**config.mk**
```make
export PLATFORM = sky130hd
export DESIGN_NAME = frac_div_ctrl
export DESIGN_NICKNAME = d
export VERILOG_FILES = /design/src/rtl/frac_div_pkg.sv /design/src/rtl/frac_div_ratio_calc.sv /design/src/rtl/frac_div_ctrl.sv
export SDC_FILE = /design/constraint.sdc
export NUM_CORES = 1
export LEC_CHECK = 0
export ABC_CLOCK_PERIOD_IN_PS = 4300
export CAP_MARGIN = 20
export CORE_MARGIN = 8
export CORE_UTILIZATION = 40
export CTS_CLUSTER_SIZE = 8
export DETAILED_ROUTE_END_ITERATION = 8
export HOLD_SLACK_MARGIN = 0.03
export PLACE_DENSITY = 0.61
export SYNTH_ARGS = -nofsm -noshare
export SYNTH_HDL_FRONTEND = slang
export SYNTH_SLANG_ARGS = --single-unit
```
**constraint.sdc**
```tcl
create_clock -name clk -period 4.3 [get_ports clk]
set_input_delay 1.075 -clock clk [delete_from_list [all_inputs] [get_ports clk]]
set_output_delay 1.075 -clock clk [all_outputs]
set_load 0.01 [all_outputs]
```
**src/rtl/frac_div_pkg.sv**
```systemverilog
// Shared constants and helpers for the fractional-N divider controller.
// Optional build macro used by frac_div_ctrl: FRAC_DIV_DUTY50_EN.
package frac_div_pkg;

    localparam int DS_WIDTH = 4;

    localparam logic [0:0] ST_IDLE = 1'b0;
    localparam logic [0:0] ST_RUN  = 1'b1;

    // Modulator output is signed two's complement; widen it for ratio arithmetic.
    function automatic int sext_ds(input logic [DS_WIDTH-1:0] y);
        return int'($signed(y));
    endfunction

endpackage

```
**src/rtl/frac_div_ratio_calc.sv**
```systemverilog
// Combinational ratio R = n_int + y with clamping to [N_MIN, 2^N_WIDTH-1].
// sat_o flags that either clamp bound was applied.
module frac_div_ratio_calc
    import frac_div_pkg::*;
#(
    parameter int N_WIDTH = 8,
    parameter int N_MIN   = 4
) (
    input  logic [N_WIDTH-1:0]  n_int_i,
    input  logic [DS_WIDTH-1:0] ds_y_i,
    output logic [N_WIDTH-1:0]  ratio_o,
    output logic                sat_o
);

    localparam int RW = N_WIDTH + 2;
    localparam logic signed [RW-1:0] R_MIN = RW'(N_MIN);
    localparam logic signed [RW-1:0] R_MAX = RW'((1 << N_WIDTH) - 1);

    logic signed [RW-1:0] w_raw;

    // Two guard bits keep the sum exact for both underflow and overflow.
    always_comb begin
        w_raw   = $signed({2'b00, n_int_i}) + RW'(sext_ds(ds_y_i));
        ratio_o = w_raw[N_WIDTH-1:0];
        sat_o   = 1'b0;
        if (w_raw < R_MIN) begin
            ratio_o = R_MIN[N_WIDTH-1:0];
            sat_o   = 1'b1;
        end else if (w_raw > R_MAX) begin
            ratio_o = R_MAX[N_WIDTH-1:0];
            sat_o   = 1'b1;
        end
    end

endmodule

```
**src/rtl/frac_div_ctrl.sv**
```systemverilog
// Fractional-N divider controller: divides clk by R = n_int_i + ds_y_i per period.
// Define FRAC_DIV_DUTY50_EN for a ~50% duty div_o instead of a terminal pulse.
module frac_div_ctrl
    import frac_div_pkg::*;
#(
    parameter int N_WIDTH = 8,
    parameter int N_MIN   = 4
) (
    input  logic                clk,
    input  logic                rst,
    input  logic                en_i,
    input  logic [N_WIDTH-1:0]  n_int_i,
    input  logic [DS_WIDTH-1:0] ds_y_i,
    output logic                ds_step_o,
    output logic                div_o,
    output logic [N_WIDTH-1:0]  ratio_o,
    output logic                sat_o
);

    logic [0:0]         r_state;
    logic [N_WIDTH-1:0] r_cnt;
    logic [N_WIDTH-1:0] r_ratio;
    logic               r_sat;
    logic               r_step;

    logic [N_WIDTH-1:0] w_ratio;
    logic               w_sat;
    logic               w_terminal;
    logic               w_load;

    frac_div_ratio_calc #(
        .N_WIDTH (N_WIDTH),
        .N_MIN   (N_MIN)
    ) u_ratio_calc (
        .n_int_i (n_int_i),
        .ds_y_i  (ds_y_i),
        .ratio_o (w_ratio),
        .sat_o   (w_sat)
    );

    assign w_terminal = (r_state == ST_RUN) && (r_cnt == '0);
    assign w_load     = en_i && ((r_state == ST_IDLE) || w_terminal);

    always_ff @(posedge clk) begin
        if (rst) begin
            r_state <= ST_IDLE;
            r_cnt   <= '0;
            r_ratio <= '0;
            r_sat   <= 1'b0;
            r_step  <= 1'b0;
        end else begin
            // Strobe is registered so no input reaches an output combinationally.
            r_step <= w_load;
            if (w_load) begin
                r_state <= ST_RUN;
                r_cnt   <= w_ratio - N_WIDTH'(1);
                r_ratio <= w_ratio;
                r_sat   <= (r_state == ST_IDLE) ? w_sat : (r_sat | w_sat);
            end else if (r_state == ST_RUN) begin
                if (r_cnt != '0) begin
                    r_cnt <= r_cnt - N_WIDTH'(1);
                end else begin
                    r_state <= ST_IDLE;
                end
            end
        end
    end

    assign ds_step_o = r_step;
    assign ratio_o   = r_ratio;
    assign sat_o     = r_sat;

`ifdef FRAC_DIV_DUTY50_EN
    assign div_o = (r_state == ST_RUN) && (r_cnt > ((r_ratio - N_WIDTH'(1)) >> 1));
`else
    assign div_o = w_terminal;
`endif

endmodule
```
==> results.json, run 1 <==
{
  "outcome": "finished clean",
  "finalSetupViolCount": 0,
  "wl_mm": 4.682,
  "drv_slew": 0,
  "cp_max_fo": 5,
  "dp_hpwl_mm": 3.662,
  "wire_per_inst_microns": 15.55,
  "grt_pass1_wl_mm": 7.714,
  "die_x_microns": 81.13,
  "drive_gt1_share_pct": 25.50,
  "drtAntennaViolNets": 0,
  "avgSynthCellArea_sq_um": 8.358,
  "h-tree-depth": 1,
  "syn_to_final_growth_pct": 33.33,
  "required_ns": 4.46,
  "hold_path.class": "reg -> reg",
  "coreArea_sq_mm": 0.004029,
  "root_buffer": "clkbuf_8",
  "synth.distinct_cells": 66,
  "yosysTopAreaCell": "dfxtp_1",
  "slew-limit-headroom_pct": 55.84,
  "arrival_ns": 4.21,
  "fillers": 391,
  "worst_slack_ns": 0.2442,
  "cts_buffer_depth": 2,
  "crit_type": "in -> reg",
  "post-route-util_pct": 56.15,
  "postCtsSetupBuffers": 0,
  "p_leak_nw": 0.8972,
  "min_period_over_period_pct": 94.32,
  "cap_viol_max_count": 0,
  "cts_buffers": 3,
  "synth_common_cells": "24 x nor2_1, 19 x dfxtp_1, 13 x nand2_1",
  "tns_ns": 0,
  "fin_skew_ns": 0.004446,
  "insertion_delay_ns": 0.25,
  "nets": 278,
  "cts.reportedPaths.clkPinSlew_ns": 0.07,
  "synthesis.nets": 229,
  "antenna_cells": 0,
  "cts_sinks": 19,
  "multiInputGateArea_sq_mm": 0.001276,
  "synth.most_common_cell": "nor2_1",
  "power.density_mw_per_mm2": 332.8,
  "synth_warnings": 0,
  "synth-edff-count": 0,
  "synth_cells": 203,
  "grt_max_degree": 19,
  "ys_seq_area_share_pct": 22.42,
  "grtUsageTotal_pct": 14.24,
  "num_rows": 23,
  "synth_seq_cells": 19,
  "io_pins": 26,
  "reg2reg_slack_ns": 1.56,
  "cp-end-kind": "flop",
  "grt_overflow": 0,
  "max_slew.worst_pin.slew_ns": 0.6604,
  "yosys-top-cells-area": "dfxtp_1 22%, ha_1 7.4%, nor2_1 5.3%",
  "syn_area_sq_mm": 0.001697,
  "initialDrtViolationCount": 83,
  "cts_tree": "done",
  "die_h_microns": 81.13,
  "ir_drop_mv": 0.2013,
  "vias": 1756,
  "pre_cts_ws_ns": -0.05776,
  "finalHoldViolCount": 0,
  "viasPerCell": 5.834,
  "dpl_cell_area_sq_mm": 0.002145,
  "gp_congestion": 0.8967,
  "die-area_sq_mm": 0.006581,
  "drt_pass1_iterations": 4,
  "synth_top_area_share_pct": 22.42,
  "cp-start-kind": "input port",
  "antenna_found_initial": 0,
  "regArea_sq_um": 380.4,
  "max_freq_mhz": 246.6,
  "io_buffer_count": 25,
  "initial_core_util_pct": 42.11,
  "synth-main-ff-cell": "dfxtp_1",
  "synthArstFlopShare_pct": 0,
  "first_global_vias": 1663,
  "drc": 0,
  "period_minus_slack_ns": 4.056,
  "fin_area_sq_mm": 0.002262
}
## report_power, final
part	internal (mW)	switching, mW
registers	0.205	0.0218
logic	0.194	0.206
clock network	0.0644	0.0621
total	0.463	0.290
## routing by layer
metal / wire length [microns] / global-route usage, % / vias up
met4: 52 / 3.750 / 0
met5: 0 / 0 / -
met3: 203 / 2.097 / 6
met1: 2180 / 18.46 / 832
li1: - / - / 872
met2: 2246 / 23.98 / 46
## critical path, stage by stage
cell,delay [ns]
clkdlybuf4s50_1,0.40
ha_1,0.24
fa_1,0.42
a211oi_2,0.29
buf_4,0.18
o21ai_1,0.14
a21oi_2,0.24
a221o_2,0.25
a21oi_1,0.08
nor2_1,0.15
inv_1,0.06
ha_1,0.25
a31o_1,0.20
a311oi_1,0.24
## what timing repair did
action | in CTS | in global routing
resized for setup | 0 | 10
hold buffers | 0 | 0
endpoints found under the setup margin | 0 | 1
## layout by cell type, fill, tap and decap left out, types with 5 or more instances in the layout
cell type / synthesis / layout
nor2_1: 24 / 24
inv_1: 11 / 11
a21oi_1: 12 / 11
nand2_1: 13 / 13
clkdlybuf4s50_1: 0 / 24
a21o_1: 5 / 5
ha_1: 10 / 6
buf_4: 1 / 27
dfxtp_1: 19 / 19
a211oi_1: 5 / 5
o21ai_0: 8 / 8
## worst paths after layout
| path | startpoint | endpoint | cells past startpoint |
|---|---|---|---|
| setup reg to reg | r_cnt[0] | r_cnt[6] | 9 |
| hold / removal | ratio_o[3] | ratio_o[3] | 2 |
| hold reg to reg | ratio_o[3] | ratio_o[3] | 2 |
| setup / recovery | n_int_i[0] | r_cnt[6] | 14 |
## area by class of cell
cell class	count	area share (%)
clock buffers	3	1.825
clock inverters	1	0.2212
inverters	11	1.825
multi-input cells	165	56.42
flip-flops and latches	19	16.81
well taps	50	2.765
repair buffers	52	20.13
## kinds of logic (layout without fill, tap and decap cells)
logic type               Yosys count  in the layout  share of synthesized area [%]
AO/OA/AOI/OAI                     76             76                          37.10
XOR/XNOR                           4              4                          2.065
adder cells (fa/ha/maj)           11             11                          8.555
buffers and inverters             19             67                          6.416
flip-flops                        19             19                          22.42
AND/OR/NAND/NOR                   74             74                          23.45
## state kept, by name (all words and copies together) (netlist names)
name	flops
r_state	1
ds_step_o	1
r_cnt	8
ratio_o	8
sat_o	1
## through the flow
step | power [mW] | hold WS, ns | instances
3_5_place_dp | 0.6100 | 0.4584 | 297
2_1_floorplan | 0.4749 | 0.4805 | 203
5_1_grt | 0.8052 | 0.4885 | 301
6_report | 0.7528 | 0.4612 | 301
3_3_place_gp | 0.6101 | 0.4483 | 297
4_1_cts | 0.7402 | 0.4688 | 301
Power figures use the tool's default switching activity.
==> run 2: changes to the inputs <==
- RECOVER_POWER: default -> 25
==> run 2 against run 1 <==
Total power down 0.37%. Global-route usage unchanged. Flip-flop and latch count stayed put. Hold slack worse by 0.0035 ns. Setup slack gained 0.0056 ns. Sequential share of layout area is the same. First-iteration DRC count unchanged. Register-to-register slack is essentially flat. Combinational power is essentially flat. Count of clock-buffer cells in the layout stayed put. Die area unchanged. Largest cell class unchanged. Largest power group unchanged.
==> results.json, run 2 (synthesis gave the netlist of run 1 again) <==
{
  "pwr-share-clk_pct": 16.9,
  "drive_gt1_share_pct": 25.50,
  "cap_viol_max_count": 0,
  "grtUsageTotal_pct": 14.24,
  "insertion_delay_ns": 0.25,
  "reg2reg_depth": 9,
  "min_period_over_period_pct": 94.19,
  "postCtsSetupBuffers": 0,
  "drv_slew": 0,
  "gp_congestion": 0.8967,
  "slew-limit-headroom_pct": 55.39,
  "period_minus_slack_ns": 4.050,
  "vias": 1758,
  "antenna_found_initial": 0,
  "cp_max_fo": 5,
  "drtAntennaViolNets": 0,
  "outcome": "finished clean",
  "grt_overflow": 0,
  "hold_path.class": "reg -> reg",
  "cp-start-kind": "input port",
  "r2r-end": "r_cnt[6]",
  "reg2reg_slack_ns": 1.56,
  "p_comb_share_pct": 53.0,
  "layout_common_cells": "27 x buf_4, 24 x nor2_1, 19 x dfxtp_1, 17 x clkdlybuf4s50_1, 13 x nand2_1",
  "fin_skew_ns": 0.004412,
  "grt_pass1_wl_mm": 7.714,
  "max_freq_mhz": 246.9,
  "finalHoldViolCount": 0,
  "endpoint": "r_cnt[6]",
  "die-area_sq_mm": 0.006581,
  "finalSetupViolCount": 0,
  "hold_buffers": 0,
  "cts_tree": "done",
  "wire_per_inst_microns": 15.56,
  "layout_commonest_cell": "buf_4",
  "io_pins": 26,
  "dpl_cell_area_sq_mm": 0.002145,
  "r2r-start": "r_cnt[0]",
  "initialDrtViolationCount": 83,
  "die_h_microns": 81.13,
  "io_buffer_count": 25,
  "first_global_vias": 1663,
  "die_x_microns": 81.13,
  "dp_hpwl_mm": 3.662,
  "syn_to_final_growth_pct": 33.33,
  "ir_drop_mv": 0.2012,
  "finalPower_uw": 750.0,
  "pre_cts_ws_ns": -0.05776,
  "fin_area_sq_mm": 0.002262,
  "max_slew.worst_pin.slew_ns": 0.6669,
  "initial_core_util_pct": 42.11,
  "viasPerCell": 5.841,
  "drt_pass1_iterations": 4,
  "arrival_ns": 4.21,
  "nets": 278,
  "required_ns": 4.46,
  "switching_share_pct": 38.56,
  "hold_slack_ns": 0.4577,
  "drc": 0,
  "seqPwrFrac_pct": 30.1,
  "post-route-util_pct": 56.15,
  "crit_type": "in -> reg",
  "root_buffer": "clkbuf_8",
  "cts.reportedPaths.clkPinSlew_ns": 0.07,
  "coreArea_sq_mm": 0.004029,
  "wl_mm": 4.684,
  "worst_slack_ns": 0.2498,
  "antenna_cells": 0,
  "num_rows": 23,
  "grt_max_degree": 19,
  "p_switching_uw": 289.2,
  "p_leak_nw": 0.9132,
  "intPower_uw": 460.8,
  "cts_sinks": 19,
  "cts_buffers": 3,
  "cts_buffer_depth": 2,
  "h-tree-depth": 1,
  "crit_start": "n_int_i[0]",
  "cp-end-kind": "flop",
  "power.density_mw_per_mm2": 331.5
}
[run 2: how the worst min path moves through the flow]
stage | from | to | slack, ns | cells past startpoint
final | ratio_o[3] | ratio_o[3] | 0.46 | 2
after global routing | ratio_o[3] | ratio_o[3] | 0.49 | 2
after CTS | ratio_o[3] | ratio_o[3] | 0.47 | 2
after detailed placement | ratio_o[3] | ratio_o[3] | 0.46 | 2
after global placement | ratio_o[3] | ratio_o[3] | 0.45 | 2
after floorplan | ratio_o[3] | ratio_o[3] | 0.48 | 2
[run 2: area by class of cell]
cell class / count / area, sq um
Inverter: 11 / 41.29
Tap cell: 50 / 62.56
Multi-Input combinational cell: 165 / 1276
Fill cell: 391 / 1767
Clock buffer: 3 / 41.29
Sequential cell: 19 / 380.4
Timing Repair Buffer: 52 / 455.4
Clock inverter: 1 / 5.005
[run 2: per-layer routing]
layer  vias to the layer above  GRT usage (%)  routed length (microns)
li1                        872              -                        -
met1                       834          18.46                     2177
met2                        46          23.98                     2250
met3                         6          2.097                      203
met4                         0          3.750                       52
met5                         -              0                        0
[run 2: power groups by stage]
stage          Clock [mW]  Sequential (mW)  Combinational [mW]
2_1_floorplan           0            0.230               0.245
3_3_place_gp            0            0.230               0.380
3_5_place_dp            0            0.230               0.380
4_1_cts             0.131            0.226               0.383
5_1_grt             0.137            0.230               0.435
6_report            0.126            0.226               0.398
[run 2: critical path, stage by stage]
cell and delay [ns]:
clkdlybuf4s50_1 0.40, ha_1 0.24, fa_1 0.42, a211oi_2 0.29, buf_4 0.18, o21ai_1 0.14, a21oi_2 0.24, a221o_2 0.25
a21oi_1 0.08, nor2_1 0.15, inv_1 0.06, ha_1 0.25, a31o_1 0.20, a311oi_1 0.24
[run 2: per-stage QoR]
step	instances	setup TNS [ns]
2_1_floorplan	203	0
3_3_place_gp	297	-0.02337
3_5_place_dp	297	-0.06926
4_1_cts	301	0
5_1_grt	301	-0.008411
6_report	301	0
[run 2: what timing repair did]
item,CTS,global route
gates resized for setup,0,10
endpoints found under the hold margin,0,0
endpoints found under the setup margin,0,1
==> run 3: changes to the inputs <==
- ABC_AREA: default -> 1
- CTS_BUF_LIST: default -> sky130_fd_sc_hd__clkbuf_4
- PLACE_DENSITY: 0.61 -> 0.62
- SLEW_MARGIN: default -> 10
==> run 3 against run 2 <==
Largest power group unchanged. Via count shrank 18%. Critical endpoint is now r_cnt[4]. Synthesized area down 13%. Highest routed layer unchanged. Sequential share of layout area grew 4.3 points.
==> results.json, run 3 <==
{
  "outcome": "finished clean",
  "arrival_ns": 3.89,
  "drc": 0,
  "coreArea_sq_mm": 0.003606,
  "finalPower_uw": 589.2,
  "cts.reportedPaths.clkPinSlew_ns": 0.12,
  "switching_share_pct": 41.06,
  "io_pins": 26,
  "min_period_over_period_pct": 86.22,
  "hold_buffers": 0,
  "ys_seq_area_share_pct": 25.72,
  "initial_core_util_pct": 41.01,
  "tns_ns": 0,
  "intPower_uw": 347.3,
  "synth-edff-count": 0,
  "dp_hpwl_mm": 2.699,
  "crit_type": "in -> reg",
  "synth_common_cells": "61 x nand2_1, 29 x inv_1, 19 x dfxtp_1",
  "wire_per_inst_microns": 11.25,
  "seqPwrFrac_pct": 37.0,
  "synth.distinct_cells": 27,
  "ir_drop_mv": 0.2436,
  "slew-limit-headroom_pct": 62.58,
  "viasPerCell": 4.822,
  "synth_warnings": 0,
  "drv_slew": 0,
  "drive_gt1_share_pct": 14.00,
  "p_switching_uw": 241.9,
  "synthesis.nets": 250,
  "grtUsageTotal_pct": 11.78,
  "required_ns": 4.49,
  "pwr-share-clk_pct": 15.9,
  "cp-end-kind": "flop",
  "die_x_microns": 76.81,
  "worst_slack_ns": 0.5926,
  "power.density_mw_per_mm2": 326.3,
  "syn_area_sq_mm": 0.001479,
  "grt_overflow": 0,
  "synth_cells": 224,
  "cts_tree": "done",
  "die_h_microns": 76.81,
  "max_slew.worst_pin.slew_ns": 0.5606,
  "drtAntennaViolNets": 0,
  "cts_buffer_depth": 2,
  "avgSynthCellArea_sq_um": 6.602,
  "yosysTopAreaCell": "dfxtp_1",
  "die-area_sq_mm": 0.005899,
  "p_comb_share_pct": 47.2,
  "grt_pass1_wl_mm": 6.003,
  "synthArstFlopShare_pct": 0,
  "vias": 1437,
  "p_leak_nw": 0.8939,
  "fillers": 396,
  "dpl.cell_count": 294,
  "cp-start-kind": "input port",
  "insertion_delay_ns": 0.30,
  "pre_cts_ws_ns": 0.3139,
  "num_rows": 22,
  "synth.most_common_cell": "nand2_1",
  "fin_skew_ns": 0.007069,
  "synth-main-ff-cell": "dfxtp_1",
  "cp_max_fo": 8,
  "hold_path.class": "reg -> reg",
  "fin_area_sq_mm": 0.001805,
  "first_global_vias": 1382,
  "period_minus_slack_ns": 3.707,
  "finalHoldViolCount": 0,
  "layoutNonFillerInstCount": 298,
  "root_buffer": "clkbuf_4",
  "cts_sinks": 19,
  "layout_common_cells": "61 x nand2_1, 30 x inv_1, 19 x dfxtp_1, 19 x clkdlybuf4s50_1",
  "drt_pass1_iterations": 4,
  "cap_viol_max_count": 0,
  "antenna_found_initial": 0,
  "layout_commonest_cell": "nand2_1",
  "finalSetupViolCount": 0,
  "antenna_cells": 0,
  "io_buffer_count": 25,
  "nets": 277,
  "rsz0062_at_grt": "false",
  "syn_to_final_growth_pct": 22.08,
  "initialDrtViolationCount": 78,
  "max_freq_mhz": 269.7,
  "grt_max_degree": 19,
  "synth_top_area_share_pct": 25.72,
  "postCtsSetupBuffers": 0,
  "cts_buffers": 3,
  "wl_mm": 3.353,
  "yosys-top-cells-area": "dfxtp_1 26%, nand2_1 15%, ha_1 8.5%",
  "ctsResizeCount": 0,
  "dpl_cell_area_sq_mm": 0.001778,
  "h-tree-depth": 1,
  "synth_seq_cells": 19,
  "gp_congestion": 0.8767
}
## run 3: cell count changes after synthesis, moves of 4 or more
| cell | before | now |
|---|---|---|
| a21oi_1 | 12 | 17 |
| nand3_1 | 2 | 17 |
| a21o_1 | 5 | 0 |
| nand2_2 | 1 | 13 |
| a211oi_1 | 5 | 0 |
| nor2_1 | 24 | 14 |
| o21a_1 | 4 | 0 |
| nand2_1 | 13 | 61 |
| inv_1 | 11 | 29 |
| nor3_1 | 5 | 0 |
| inv_2 | 0 | 4 |
## run 3: routing by layer
layer / GRT usage (%) / vias to the layer above / part of all wire [%]
li1: - / 773 / -
met1: 15.24 / 636 / 48
met2: 19.03 / 24 / 47
met3: 3.030 / 4 / 4.2
met4: 2.500 / 0 / 1.0
met5: 0 / - / 0
## run 3: cell families (layout without fill, tap and decap cells)
group | count (synthesis) | in the layout | share of synthesized area [%]
fa+ha+maj | 11 | 11 | 9.814
flops | 19 | 19 | 25.72
compound gates | 30 | 30 | 10.49
simple gates | 126 | 126 | 43.65
buf+inv | 36 | 62 | 9.136
xor+xnor | 2 | 2 | 1.185
## run 3: through the flow
| stage | hold WS [ns] | util, % |
|---|---|---|
| after detailed placement | 0.4563 | 49.31 |
| after CTS | 0.4739 | 50.07 |
| after global routing | 0.4847 | 50.07 |
| after global placement | 0.4544 | 49.31 |
| final | 0.4670 | 50.07 |
| after floorplan | 0.4896 | - |
## run 3: power by group through the flow
stage	clock network (mW)	registers (mW)	logic [mW]
floorplan	0	0.223	0.199
global placement	0	0.221	0.279
detailed placement	0	0.222	0.278
CTS	0.0967	0.218	0.281
global route	0.103	0.222	0.315
finish	0.0934	0.218	0.278
## run 3: critical path: stages
cell and delay [ns]:
clkdlybuf4s50_1 0.62, ha_1 0.33, nand2_1 0.15, inv_1 0.05
a21oi_1 0.20, nand3_1 0.12, nand2_2 0.10, nand4_2 0.11
nand2_2 0.09, nand2_4 0.07, nand3_1 0.10, nand2_1 0.09
inv_2 0.09, ha_1 0.15, inv_1 0.06, nor2_2 0.15
inv_1 0.07, o21ai_1 0.16, a31oi_1 0.09
## run 3: final cells by class
class,instances,area [sq um],share of cell area (%)
clock inverter,1,5.005,0.2772
multi-input combinational,169,963.4,53.36
inverter,33,123.9,6.861
tap,48,60.06,3.326
sequential,19,380.4,21.07
timing repair buffer,25,250.2,13.86
clock buffer,3,22.52,1.247
## run 3: worst paths after layout
kind                    from    endpoint  cells after the start  slack [ns]
setup / recovery   ds_y_i[3]    r_cnt[4]                     19        0.59
hold / removal    ratio_o[3]  ratio_o[3]                      2        0.47
setup reg to reg    r_cnt[0]    r_cnt[4]                     15        1.91
hold reg to reg   ratio_o[3]  ratio_o[3]                      2        0.47
